$ cat src/rtl/sram_arb_2p_if.sv
// Requester and SRAM-side signal bundle for the two-port SRAM arbiter.
// slave is the arbiter's view; master is the requesters/SRAM-macro view.
interface sram_arb_2p_if #(
    parameter int unsigned DATA_W = 152,
    parameter int unsigned ADDR_W = 4
);
    logic              req0;
    logic              req1;
    logic              we0;
    logic              we1;
    logic [ADDR_W-1:0] addr0;
    logic [ADDR_W-1:0] addr1;
    logic [DATA_W-1:0] wdata0;
    logic [DATA_W-1:0] wdata1;
    logic              gnt0;
    logic              gnt1;
    logic              rvalid0;
    logic              rvalid1;
    logic [DATA_W-1:0] rdata0;
    logic [DATA_W-1:0] rdata1;
    logic              CEN;
    logic              WEN;
    logic [ADDR_W-1:0] A;
    logic [DATA_W-1:0] D;
    logic [DATA_W-1:0] Q;

    modport slave (
        input  req0, req1, we0, we1, addr0, addr1, wdata0, wdata1, Q,
        output gnt0, gnt1, rvalid0, rvalid1, rdata0, rdata1, CEN, WEN, A, D
    );

    modport master (
        output req0, req1, we0, we1, addr0, addr1, wdata0, wdata1, Q,
        input  gnt0, gnt1, rvalid0, rvalid1, rdata0, rdata1, CEN, WEN, A, D
    );
endinterface

$ cat src/rtl/sram_arb_2p.sv
// Round-robin arbiter sharing one single-port SRAM between two requesters.
// Grants and SRAM controls are combinational; read data returns the next cycle.
module sram_arb_2p #(
    parameter int unsigned DATA_W = 152,
    parameter int unsigned ADDR_W = 4
) (
    input  logic          CLK,
    input  logic          RESET_N,
    sram_arb_2p_if.slave  bus
);

    logic              r_last_gnt;
    logic              r_pend0;
    logic              r_pend1;
    logic [DATA_W-1:0] r_hold0;
    logic [DATA_W-1:0] r_hold1;

    logic              w_gnt0;
    logic              w_gnt1;
    logic              w_rvalid0;
    logic              w_rvalid1;
    logic [ADDR_W-1:0] w_addr;
    logic [DATA_W-1:0] w_wdata;
    logic              w_we;

    // Requester 0 wins a tie only when requester 1 was granted last.
    always_comb begin
        w_gnt0    = RESET_N & bus.req0 & (~bus.req1 | r_last_gnt);
        w_gnt1    = RESET_N & bus.req1 & ~w_gnt0;
        w_rvalid0 = RESET_N & r_pend0;
        w_rvalid1 = RESET_N & r_pend1;
    end

    always_comb begin
        w_addr  = '0;
        w_wdata = '0;
        w_we    = 1'b0;
        if (w_gnt0) begin
            w_addr  = bus.addr0;
            w_wdata = bus.wdata0;
            w_we    = bus.we0;
        end else if (w_gnt1) begin
            w_addr  = bus.addr1;
            w_wdata = bus.wdata1;
            w_we    = bus.we1;
        end
    end

    assign bus.CEN     = ~(w_gnt0 | w_gnt1);
    assign bus.WEN     = ~w_we;
    assign bus.A       = w_addr;
    assign bus.D       = w_wdata;
    assign bus.gnt0    = w_gnt0;
    assign bus.gnt1    = w_gnt1;
    assign bus.rvalid0 = w_rvalid0;
    assign bus.rvalid1 = w_rvalid1;
    assign bus.rdata0  = w_rvalid0 ? bus.Q : r_hold0;
    assign bus.rdata1  = w_rvalid1 ? bus.Q : r_hold1;

    // Track pending reads, capture returned data per requester, remember last winner.
    always_ff @(posedge CLK) begin
        if (!RESET_N) begin
            r_last_gnt <= 1'b1;
            r_pend0    <= 1'b0;
            r_pend1    <= 1'b0;
            r_hold0    <= '0;
            r_hold1    <= '0;
        end else begin
            r_pend0 <= w_gnt0 & ~bus.we0;
            r_pend1 <= w_gnt1 & ~bus.we1;
            if (r_pend0) r_hold0 <= bus.Q;
            if (r_pend1) r_hold1 <= bus.Q;
            if (w_gnt0 | w_gnt1) r_last_gnt <= w_gnt1;
        end
    end

endmodule

$ cat src/flat_wrapper.sv
// flat-port wrapper written by rule: the top's interface ports become plain ports
module sram_arb_2p_flat 
#(
    parameter int unsigned DATA_W = 152,
    parameter int unsigned ADDR_W = 4
)
  (CLK, RESET_N, bus_req0, bus_req1, bus_we0, bus_we1, bus_addr0, bus_addr1, bus_wdata0, bus_wdata1, bus_Q, bus_gnt0, bus_gnt1, bus_rvalid0, bus_rvalid1, bus_rdata0, bus_rdata1, bus_CEN, bus_WEN, bus_A, bus_D);
  sram_arb_2p_if #(.DATA_W(DATA_W), .ADDR_W(ADDR_W)) bus_i ();
  input  logic CLK;
  input  logic RESET_N;
  input wire logic [$bits(bus_i.req0)-1:0] bus_req0;
  input wire logic [$bits(bus_i.req1)-1:0] bus_req1;
  input wire logic [$bits(bus_i.we0)-1:0] bus_we0;
  input wire logic [$bits(bus_i.we1)-1:0] bus_we1;
  input wire logic [$bits(bus_i.addr0)-1:0] bus_addr0;
  input wire logic [$bits(bus_i.addr1)-1:0] bus_addr1;
  input wire logic [$bits(bus_i.wdata0)-1:0] bus_wdata0;
  input wire logic [$bits(bus_i.wdata1)-1:0] bus_wdata1;
  input wire logic [$bits(bus_i.Q)-1:0] bus_Q;
  output wire logic [$bits(bus_i.gnt0)-1:0] bus_gnt0;
  output wire logic [$bits(bus_i.gnt1)-1:0] bus_gnt1;
  output wire logic [$bits(bus_i.rvalid0)-1:0] bus_rvalid0;
  output wire logic [$bits(bus_i.rvalid1)-1:0] bus_rvalid1;
  output wire logic [$bits(bus_i.rdata0)-1:0] bus_rdata0;
  output wire logic [$bits(bus_i.rdata1)-1:0] bus_rdata1;
  output wire logic [$bits(bus_i.CEN)-1:0] bus_CEN;
  output wire logic [$bits(bus_i.WEN)-1:0] bus_WEN;
  output wire logic [$bits(bus_i.A)-1:0] bus_A;
  output wire logic [$bits(bus_i.D)-1:0] bus_D;
  assign bus_i.req0 = bus_req0;
  assign bus_i.req1 = bus_req1;
  assign bus_i.we0 = bus_we0;
  assign bus_i.we1 = bus_we1;
  assign bus_i.addr0 = bus_addr0;
  assign bus_i.addr1 = bus_addr1;
  assign bus_i.wdata0 = bus_wdata0;
  assign bus_i.wdata1 = bus_wdata1;
  assign bus_i.Q = bus_Q;
  assign bus_gnt0 = bus_i.gnt0;
  assign bus_gnt1 = bus_i.gnt1;
  assign bus_rvalid0 = bus_i.rvalid0;
  assign bus_rvalid1 = bus_i.rvalid1;
  assign bus_rdata0 = bus_i.rdata0;
  assign bus_rdata1 = bus_i.rdata1;
  assign bus_CEN = bus_i.CEN;
  assign bus_WEN = bus_i.WEN;
  assign bus_A = bus_i.A;
  assign bus_D = bus_i.D;
  sram_arb_2p #(.DATA_W(DATA_W), .ADDR_W(ADDR_W)) u_core (.CLK(CLK), .RESET_N(RESET_N), .bus(bus_i));
endmodule
$ cat config.mk
export PLATFORM = sky130hd
export DESIGN_NAME = sram_arb_2p_flat
export DESIGN_NICKNAME = d
export VERILOG_FILES = /design/src/rtl/sram_arb_2p_if.sv /design/src/rtl/sram_arb_2p.sv /design/src/flat_wrapper.sv
export SDC_FILE = /design/constraint.sdc
export NUM_CORES = 1
export LEC_CHECK = 0
export CORE_AREA = 2 2 369 371
export DETAILED_ROUTE_END_ITERATION = 12
export DIE_AREA = 0 0 371 373
export DONT_BUFFER_PORTS = 1
export GPL_ROUTABILITY_DRIVEN = 0
export MAX_ROUTING_LAYER = met4
export PLACE_DENSITY_LB_ADDON = 0.15
export SETUP_SLACK_MARGIN = 0.05
export SYNTH_ARGS = -nofsm -noshare
export SYNTH_HDL_FRONTEND = slang
export SYNTH_SLANG_ARGS = --single-unit
$ cat constraint.sdc
create_clock -name CLK -period 2.15 [get_ports CLK]
set_clock_uncertainty 0.15 [all_clocks]
set_input_delay 0.3225 -clock CLK [delete_from_list [all_inputs] [get_ports CLK]]
set_output_delay 0.3225 -clock CLK [all_outputs]
set_load 0.01 [all_outputs]
==> results of run 1 <==
through the flow:
step	power [mW]	setup slack (ns)	instance area, um2	util [%]
6_report	17.1	-0.282	28900	21.5
5_1_grt	17.8	-0.341	28900	21.5
4_1_cts	16.9	-0.366	27100	20.1
3_5_place_dp	8.25	-0.00149	19900	14.8
3_3_place_gp	8.25	0.0160	19900	14.8
2_1_floorplan	7.54	0.400	17200	-
Yosys cell counts:
cell                       count
sky130_fd_sc_hd__buf_1         5
sky130_fd_sc_hd__buf_2        95
sky130_fd_sc_hd__buf_4        16
sky130_fd_sc_hd__buf_6        13
sky130_fd_sc_hd__clkbuf_1     40
sky130_fd_sc_hd__dfxtp_1     307
sky130_fd_sc_hd__inv_1         1
sky130_fd_sc_hd__inv_2         3
sky130_fd_sc_hd__mux2_1      149
sky130_fd_sc_hd__mux2_2       65
sky130_fd_sc_hd__mux2_4       90
sky130_fd_sc_hd__mux2i_1     304
sky130_fd_sc_hd__nand2_1     318
sky130_fd_sc_hd__nand2_4       1
sky130_fd_sc_hd__nor2_1      306
sky130_fd_sc_hd__nor3_1        2
sky130_fd_sc_hd__o21ai_0       2
sky130_fd_sc_hd__o21ai_1       1
sky130_fd_sc_hd__o22a_1        1
sky130_fd_sc_hd__o22ai_1     156
flip-flops by register name, indices dropped and copies added, names as in the netlist:
name,count
u_core.r_pend0,1
u_core.r_pend1,1
u_core.r_hold0,152
u_core.r_last_gnt,1
u_core.r_hold1,152
kinds of logic (layout without fill, tap and decap cells):
logic type             count (synthesis)  after routing  share of synthesized area [%]
buffers and inverters                173            498                           5.37
muxes                                608            608                           39.5
and+or+nand+nor                      627            628                           13.7
other                                  0             36                              0
AOI/OAI and AO/OA                    160            160                           5.80
DFF                                  307            307                           35.7
power by group through the flow:
| stage | logic (mW) | clock network (mW) | registers [mW] |
|---|---|---|---|
| finish | 3.95 | 7.16 | 5.98 |
| global route | 4.13 | 7.70 | 5.99 |
| CTS | 3.43 | 7.51 | 5.97 |
| detailed placement | 2.17 | 0 | 6.08 |
| global placement | 2.17 | 0 | 6.08 |
| floorplan | 1.50 | 0 | 6.04 |
cell type report:
| class | count | area (um2) |
|---|---|---|
| multi-input cells | 1396 | 13000 |
| clock inverters | 15 | 204 |
| fillers | 14600 | 106000 |
| well taps | 1781 | 2230 |
| repair buffers | 415 | 5860 |
| clock buffers | 62 | 1220 |
| repair inverters | 2 | 60.1 |
| diodes | 36 | 90.1 |
| flip-flops and latches | 307 | 6160 |
| inverters | 4 | 75.1 |
per-layer routing:
layer | track usage [%] | routed length, um | vias to the layer above | share of wire [%]
met5 | - | 0 | - | 0
met4 | 11.0 | 9200 | 0 | 8.2
met3 | 4.93 | 8470 | 208 | 7.5
met2 | 26.9 | 57100 | 777 | 51
met1 | 14.3 | 37700 | 7860 | 34
li1 | - | - | 7137 | -
how the worst max path moves through the flow:
stage                      end  slack [ns]  cells after the start
6_report             bus_D[69]       -0.28                      6
2_1_floorplan  bus_rdata0[100]        0.40                      6
5_1_grt              bus_D[69]       -0.34                      6
3_3_place_gp   bus_rdata1[120]        0.02                      4
3_5_place_dp   bus_rdata1[117]      -0.001                      4
4_1_cts         bus_rdata0[19]       -0.37                      6
cell usage in the layout, fill, tap and decap left out, drive strengths merged, types with 15 or more instances in the layout:
| master | Yosys | final |
|---|---|---|
| diode | 0 | 36 |
| mux2 | 304 | 304 |
| clkinv | 0 | 15 |
| buf | 129 | 235 |
| dlygate4sd3 | 0 | 159 |
| mux2i | 304 | 304 |
| dfxtp | 307 | 307 |
| nor2 | 306 | 306 |
| clkbuf | 40 | 80 |
| nand2 | 319 | 320 |
| o22ai | 156 | 156 |
timing repair:
item,4_1_cts,5_1_grt
gates resized for setup,649,259
endpoints found under the setup margin,464,464
gates cloned,48,23
hold endpoints to repair,307,0
hold buffers,159,0
pin swaps,48,99
setup buffers,47,32
==> impl_summary.md, run 1 <==
Critical path
The slowest cell on the critical path is sky130_fd_sc_hd__dfxtp_4. The end of the worst register-to-register path is u_core.r_last_gnt. The worst-path maximum fanout is 4.

STA puts the critical path data arrival time at 1.96 ns. The source of the worst register-to-register timing path is u_core.r_last_gnt. The endpoint type of the worst setup path is a primary output. The type of the worst setup path is flop to primary output. The path depth of the worst reg2reg path is 5. The cell family contributing the most delay on the critical path is buffers and inverters.

The source of the critical timing path is u_core.r_last_gnt. STA classifies the critical path startpoint as a flop. On the worst path, the slowest cell contributes a delay of roughly 0.4 ns. The buffering stage count on the worst path with inverters included is 4. For flop-to-flop paths, the worst setup slack is roughly 0.09 ns. The required time at the worst-slack endpoint is 1.68 ns.

Traced cell by cell, the critical path runs through o21ai_4 -> buf_8 -> clkbuf_16 -> buf_12 -> o22ai_4 -> buf_6.

Logic synthesis
The mapped netlist covers roughly 17000 um2. The sequential element share of the synthesized area is between 30 and 40%. Of the post-synthesis cell area, the dominant cell type holds between 30% and 40%. Synthesis produced a netlist with a net count of 2345. The per-instance average area after synthesis is between 9 and 10 um2. The number of storage elements in the synthesis netlist is ~300. The count of yosys warnings during synthesis is 0. Sorting the synthesized cells by area gives the leading types as sky130_fd_sc_hd__dfxtp_1 (36%), sky130_fd_sc_hd__mux2i_1 (18%), sky130_fd_sc_hd__mux2_1 (9.7%).

The cell count after synthesis came out at approximately 1900. The biggest area contributor in the post-synthesis netlist is sky130_fd_sc_hd__dfxtp_1. The synthesized netlist contains 20 unique library cells.

Die
The die covers 138000 um2. The die span in y is roughly 370 um. The die width is 371 um.

The number of placement rows is about 140. Once the floorplan was initialized, standard cells occupied between 10% and 20% of the core. In this run the count of I/O pins placed on the die edge is 936. The area of the placeable core is ~130000 um2.

Outcome
The flow ran to the end, but the final reports show violations. The final reports fail on negative setup slack.

Global routing
The overall track demand over capacity in global routing is between 10% and 20%. The number of global-route vias before repair is 16600. The initial antenna violation count came to 42.

The maximum number of pins on one net before global-route repair is 320. The wire length of the first global-routing pass is 145 mm. After global routing the overflow that remains totals 0.

Detailed routing
The mean number of vias per cell is approximately 4.0. The length of the first detailed-routing pass in iterations is 5. Detailed routing inserted a total of roughly 16000 vias. After detailed routing, the average wire length per cell comes to between 20 and 30 um. In the routed design, unresolved DRC markers number 0. The antenna violation net count after detailed routing is 0. The total detailed-routing wirelength is ~110 mm. The number of violations reported at the end of detailed-routing iteration 0 is 796.

Layout
The count of cells in the finished layout, fillers not included, comes to 4018. Of the cells placed in the final design, the portion with a size suffix greater than 1 is roughly 36%. The layout overhead on the synthesized area is 67.7%. The final layout contains 2638 nets.

Clocking
The clock tree buffer depth is 3. The insertion delay to the later sink of the worst-skew pair is roughly 0.60 ns. Counting the buffers created by CTS gives 42.

The buffer cell driving the clock tree root is sky130_fd_sc_hd__clkbuf_16. The sink count of the clock tree is about 310. The clock transition at the registers of the reported paths is roughly 0.06 ns. In this run the number of H-tree levels came out at 2.

The clock tree from TritonCTS is done.

Timing
Setup repair after global routing could not meet its margin everywhere. The measured slew at the worst slew-check pin is a little over 0.8 ns. For the finished layout, the period the worst path requires is between 2 and 2.5 ns. The number of pins exceeding their max-slew limit in the final report is 0. The setup TNS is -73.62 ns. Setup violations remaining at the end of the flow were counted as 463. The worst slew slack as a fraction of its limit is a little under half. The count of final hold-check violations is 0. The share of the cycle needed by the critical path after routing is 113%.

The achievable clock frequency is 411 MHz. The post-layout worst setup margin is -0.282 ns. The post-route worst hold slack is roughly 0.21 ns.

Hold path
The hold-critical path depth is 2. The startpoint of the tightest hold check path is bus_we0. The path class of the tightest hold or removal check is primary input to flop. For hold timing, the worst endpoint is u_core.r_pend0.

Power
The total leakage power is about 11 nW. IR analysis of the VDD net gives a maximum drop of roughly 0.38 mV. The internal power is 12.1 mW. The part of the total power dissipated in the clock network is 41.9%. Combinational logic burns between 20 and 25% of the power. The switching power of the nets is 5.04 mW.

Net switching is roughly 29% of the power. Dividing total power by cell area gives a power density of 591 nW/um2. Per report_power, the sequential group accounts for about a third of the total.

Place
The number of buffers added on ports is 0. The HPWL reported at the end of detailed placement is around 74 mm. The post-placement cell count is roughly 3600.

Job
The count of max-cap constraint violations is 0.
Power figures use the tool's default switching activity.
==> inputs of run 2 (changes only) <==
CTS_CLUSTER_SIZE = 10   (was unset)
==> impl_summary.md, run 2 (same netlist as run 1, synthesis figures left out) <==
Outcome
Status: finished, violations left (unchanged). Failing checks: negative setup slack (unchanged).

Die
The count of pins on the block boundary is 936 (unchanged). The overall die area came to 138000 um2 (unchanged). The die width was 371 um (unchanged).

The area of the placeable core came to 135000 um2 (unchanged). The die span in y is 373 um (unchanged). The number of placement rows is 135 (unchanged). The starting utilization of the core area was 12.8% (unchanged).

Critical path
The required time at the worst-slack endpoint is 1.68 ns (about the same). The source of the critical timing path is u_core.r_last_gnt (unchanged). Cells along the critical path: o21ai_4 -> buf_8 -> buf_12 -> o22ai_2 -> buf_4 (was o21ai_4 -> buf_8 -> clkbuf_16 -> buf_12 -> o22ai_4 -> buf_6). The path depth of the worst reg2reg path was 5 (unchanged).

The slowest cell on the critical path is sky130_fd_sc_hd__dfxtp_4 (unchanged). The end of the worst register-to-register path is u_core.r_last_gnt (unchanged). The type of the worst setup path was flop to primary output (unchanged). The worst setup path endpoint is bus_D[150] (was bus_D[69]). The startpoint kind of the worst setup timing path is a flop (unchanged). The setup slack of the most critical reg-to-reg path came to 0.11 ns (was 0.09 ns).

The worst-path maximum fanout is 6 (was 4). The data arrival time of the worst path came to 1.96 ns (about the same). The largest incremental delay on the critical path is 0.40 ns (about the same). The source of the worst register-to-register timing path was u_core.r_last_gnt (unchanged). The endpoint type of the worst setup path is a primary output (unchanged).

Timing
The final-report setup violation count is 463 (unchanged). The worst slew slack as a fraction of its limit came to 43.6% (was 45.0%). The count of final hold-check violations is 0 (unchanged). The achievable clock frequency is 412 MHz (was 411 MHz). Setup repair after global routing missed its margin: true (unchanged). The setup TNS is -74.19 ns (was -73.62 ns). The measured slew at the worst slew-check pin is 0.847 ns (was 0.825 ns). The share of the cycle needed by the critical path after routing is 113% (about the same). The post-layout worst setup margin was -0.279 ns (was -0.282 ns). The post-layout minimum cycle time is 2.43 ns (about the same). The number of pins exceeding their max-slew limit in the final report is 0 (unchanged).

Clocking
The clock tree buffer depth is 3 (unchanged). The number of buffers inserted during clock tree synthesis is 42 (unchanged). The buffer cell driving the clock tree root was sky130_fd_sc_hd__clkbuf_16 (unchanged). The H-tree depth is 2 (unchanged). The insertion delay to the later sink of the worst-skew pair is 0.60 ns (about the same). The sink count of the clock tree is 307 (unchanged). The clock transition at the registers of the reported paths is 0.06 ns (about the same). The clock tree from TritonCTS is done (unchanged).

Hold path
The worst min-delay path category is primary input to flop (unchanged).

Detailed routing
The mean number of vias per cell is 3.98 (about the same). The antenna violation net count after detailed routing came to 0 (unchanged). The total vias in the final route came to 16000 (about the same). The length of the first detailed-routing pass in iterations was 5 (unchanged). The per-cell routed wire length came to 28.0 um (about the same).

The residual DRC count is 0 (unchanged). The total detailed-routing wirelength is 112 mm (about the same). The number of violations reported at the end of detailed-routing iteration 0 is 774 (was 796).

Job
The count of max-cap constraint violations was 0 (unchanged).

Layout
Top library cells by usage in the layout, fill and taps aside: sky130_fd_sc_hd__nand2_1 (315), sky130_fd_sc_hd__nor2_1 (304), sky130_fd_sc_hd__mux2i_1 (304), sky130_fd_sc_hd__dfxtp_1 (304), sky130_fd_sc_hd__mux2_4 (291) (was sky130_fd_sc_hd__nand2_1 (315), sky130_fd_sc_hd__nor2_1 (304), sky130_fd_sc_hd__mux2i_1 (304), sky130_fd_sc_hd__dfxtp_1 (304), sky130_fd_sc_hd__mux2_4 (292)). The layout overhead on the synthesized area is 67.5% (was 67.7%). The post-layout instance area is 28900 um2 (about the same).

The share of layout cells above drive strength 1 is 36.1% (about the same). The number of standard cells in the layout, taps in and fillers out is 4021 (was 4018). The total number of nets in the final design is 2638 (unchanged).

The leading cell type in the layout, fill and taps excluded is sky130_fd_sc_hd__nand2_1 (unchanged). Biggest registers after layout: u_core.r_hold0: 152 flops, u_core.r_hold1: 152 flops (unchanged).

Place
The worst slack at placement is -0.00149 ns (unchanged). The HPWL reported at the end of detailed placement is 73.6 mm (unchanged). The area after detailed placement came to 19900 um2 (unchanged).

The number of buffers added on ports is 0 (unchanged). The post-placement cell count is 3630 (unchanged).

Global routing
The number of global-route vias before repair is 16600 (about the same). The maximum number of pins on one net before global-route repair is 320 (unchanged). The initial antenna violation count is 42 (unchanged). The overall track demand over capacity in global routing was 15.5% (about the same). The final global-route overflow total is 0 (unchanged). The wire length of the first global-routing pass is 145 mm (about the same).

Power
The total leakage power is 10.8 nW (about the same). The power per cell area is 589 nW/um2 (was 591 nW/um2). The largest voltage drop on the vdd net is 0.377 mV (about the same). The sum of internal, switching and leakage power is 17.0 mW (was 17.1 mW).
run 2: cell count changes in the layout (fill, tap and decap cells not counted), moves of 2 or more:
cell                       before  now
sky130_fd_sc_hd__clkinv_2       7    4
sky130_fd_sc_hd__clkbuf_8       9   11
sky130_fd_sc_hd__diode_2       36   41
sky130_fd_sc_hd__buf_6         88   86
sky130_fd_sc_hd__buf_4         38   41
run 2: final cells by class:
class | instances | area, um2
clock inverter | 11 | 159
sequential | 307 | 6160
antenna | 41 | 103
inverter | 4 | 75.1
timing repair buffer | 415 | 5840
timing repair inverter | 2 | 50.0
fill | 14600 | 106000
multi-input combinational | 1396 | 13000
tap | 1781 | 2230
clock buffer | 64 | 1240
run 2: worst max-delay path: cells and delay by family, from the launching register on:
family	cells	cell delay (ns)
buffers and inverters	3	0.50
AOI/OAI and AO/OA	2	0.44
DFF	1	0.40
run 2: repair_timing:
action | 4_1_cts | 5_1_grt
hold endpoints to repair | 307 | 0
gates cloned | 48 | 23
pin swaps | 48 | 99
hold buffers | 159 | 0
setup endpoints to repair | 464 | 464
buffers inserted | 47 | 32
gates resized for setup | 649 | 253
run 2: worst min-delay path by stage:
stage / from / endpoint / slack (ns) / depth (start not counted)
3_5_place_dp: bus_we0 / u_core.r_pend0 / 0.24 / 1
3_3_place_gp: bus_we0 / u_core.r_pend0 / 0.25 / 1
6_report: bus_we0 / u_core.r_pend0 / 0.21 / 2
4_1_cts: bus_req1 / u_core.r_pend1 / 0.13 / 3
2_1_floorplan: bus_we0 / u_core.r_pend0 / 0.25 / 1
5_1_grt: bus_we0 / u_core.r_pend0 / 0.16 / 2
run 2: metrics by stage:
stage	util (%)	hold slack (ns)
finish	21.4	0.209
global route	21.4	0.160
CTS	20.1	0.134
detailed placement	14.8	0.243
global placement	14.8	0.246
floorplan	-	0.249
run 2: per-layer routing:
metal | GRT usage, % | routed length [um] | share of wire [%]
met3 | 4.93 | 8550 | 7.6
met4 | 11.0 | 9620 | 8.6
met2 | 26.9 | 56600 | 50
met5 | - | 0 | 0
met1 | 14.3 | 37700 | 34
run 2: power breakdown:
| part | leakage (nW) | total [mW] | internal, mW | switching [mW] |
|---|---|---|---|---|
| Combinational | 7.60 | 3.95 | 1.88 | 2.07 |
| Sequential | 2.49 | 5.98 | 5.87 | 0.110 |
| Clock | 0.683 | 7.08 | 4.24 | 2.83 |
| Total | 10.8 | 17.0 | 12.0 | 5.01 |
==> inputs of run 3 (changes only) <==
CAP_MARGIN = 15   (was unset)
==> results of run 3 <==
Same layout as run 2: the final DEF is identical, and so are final timing and power.
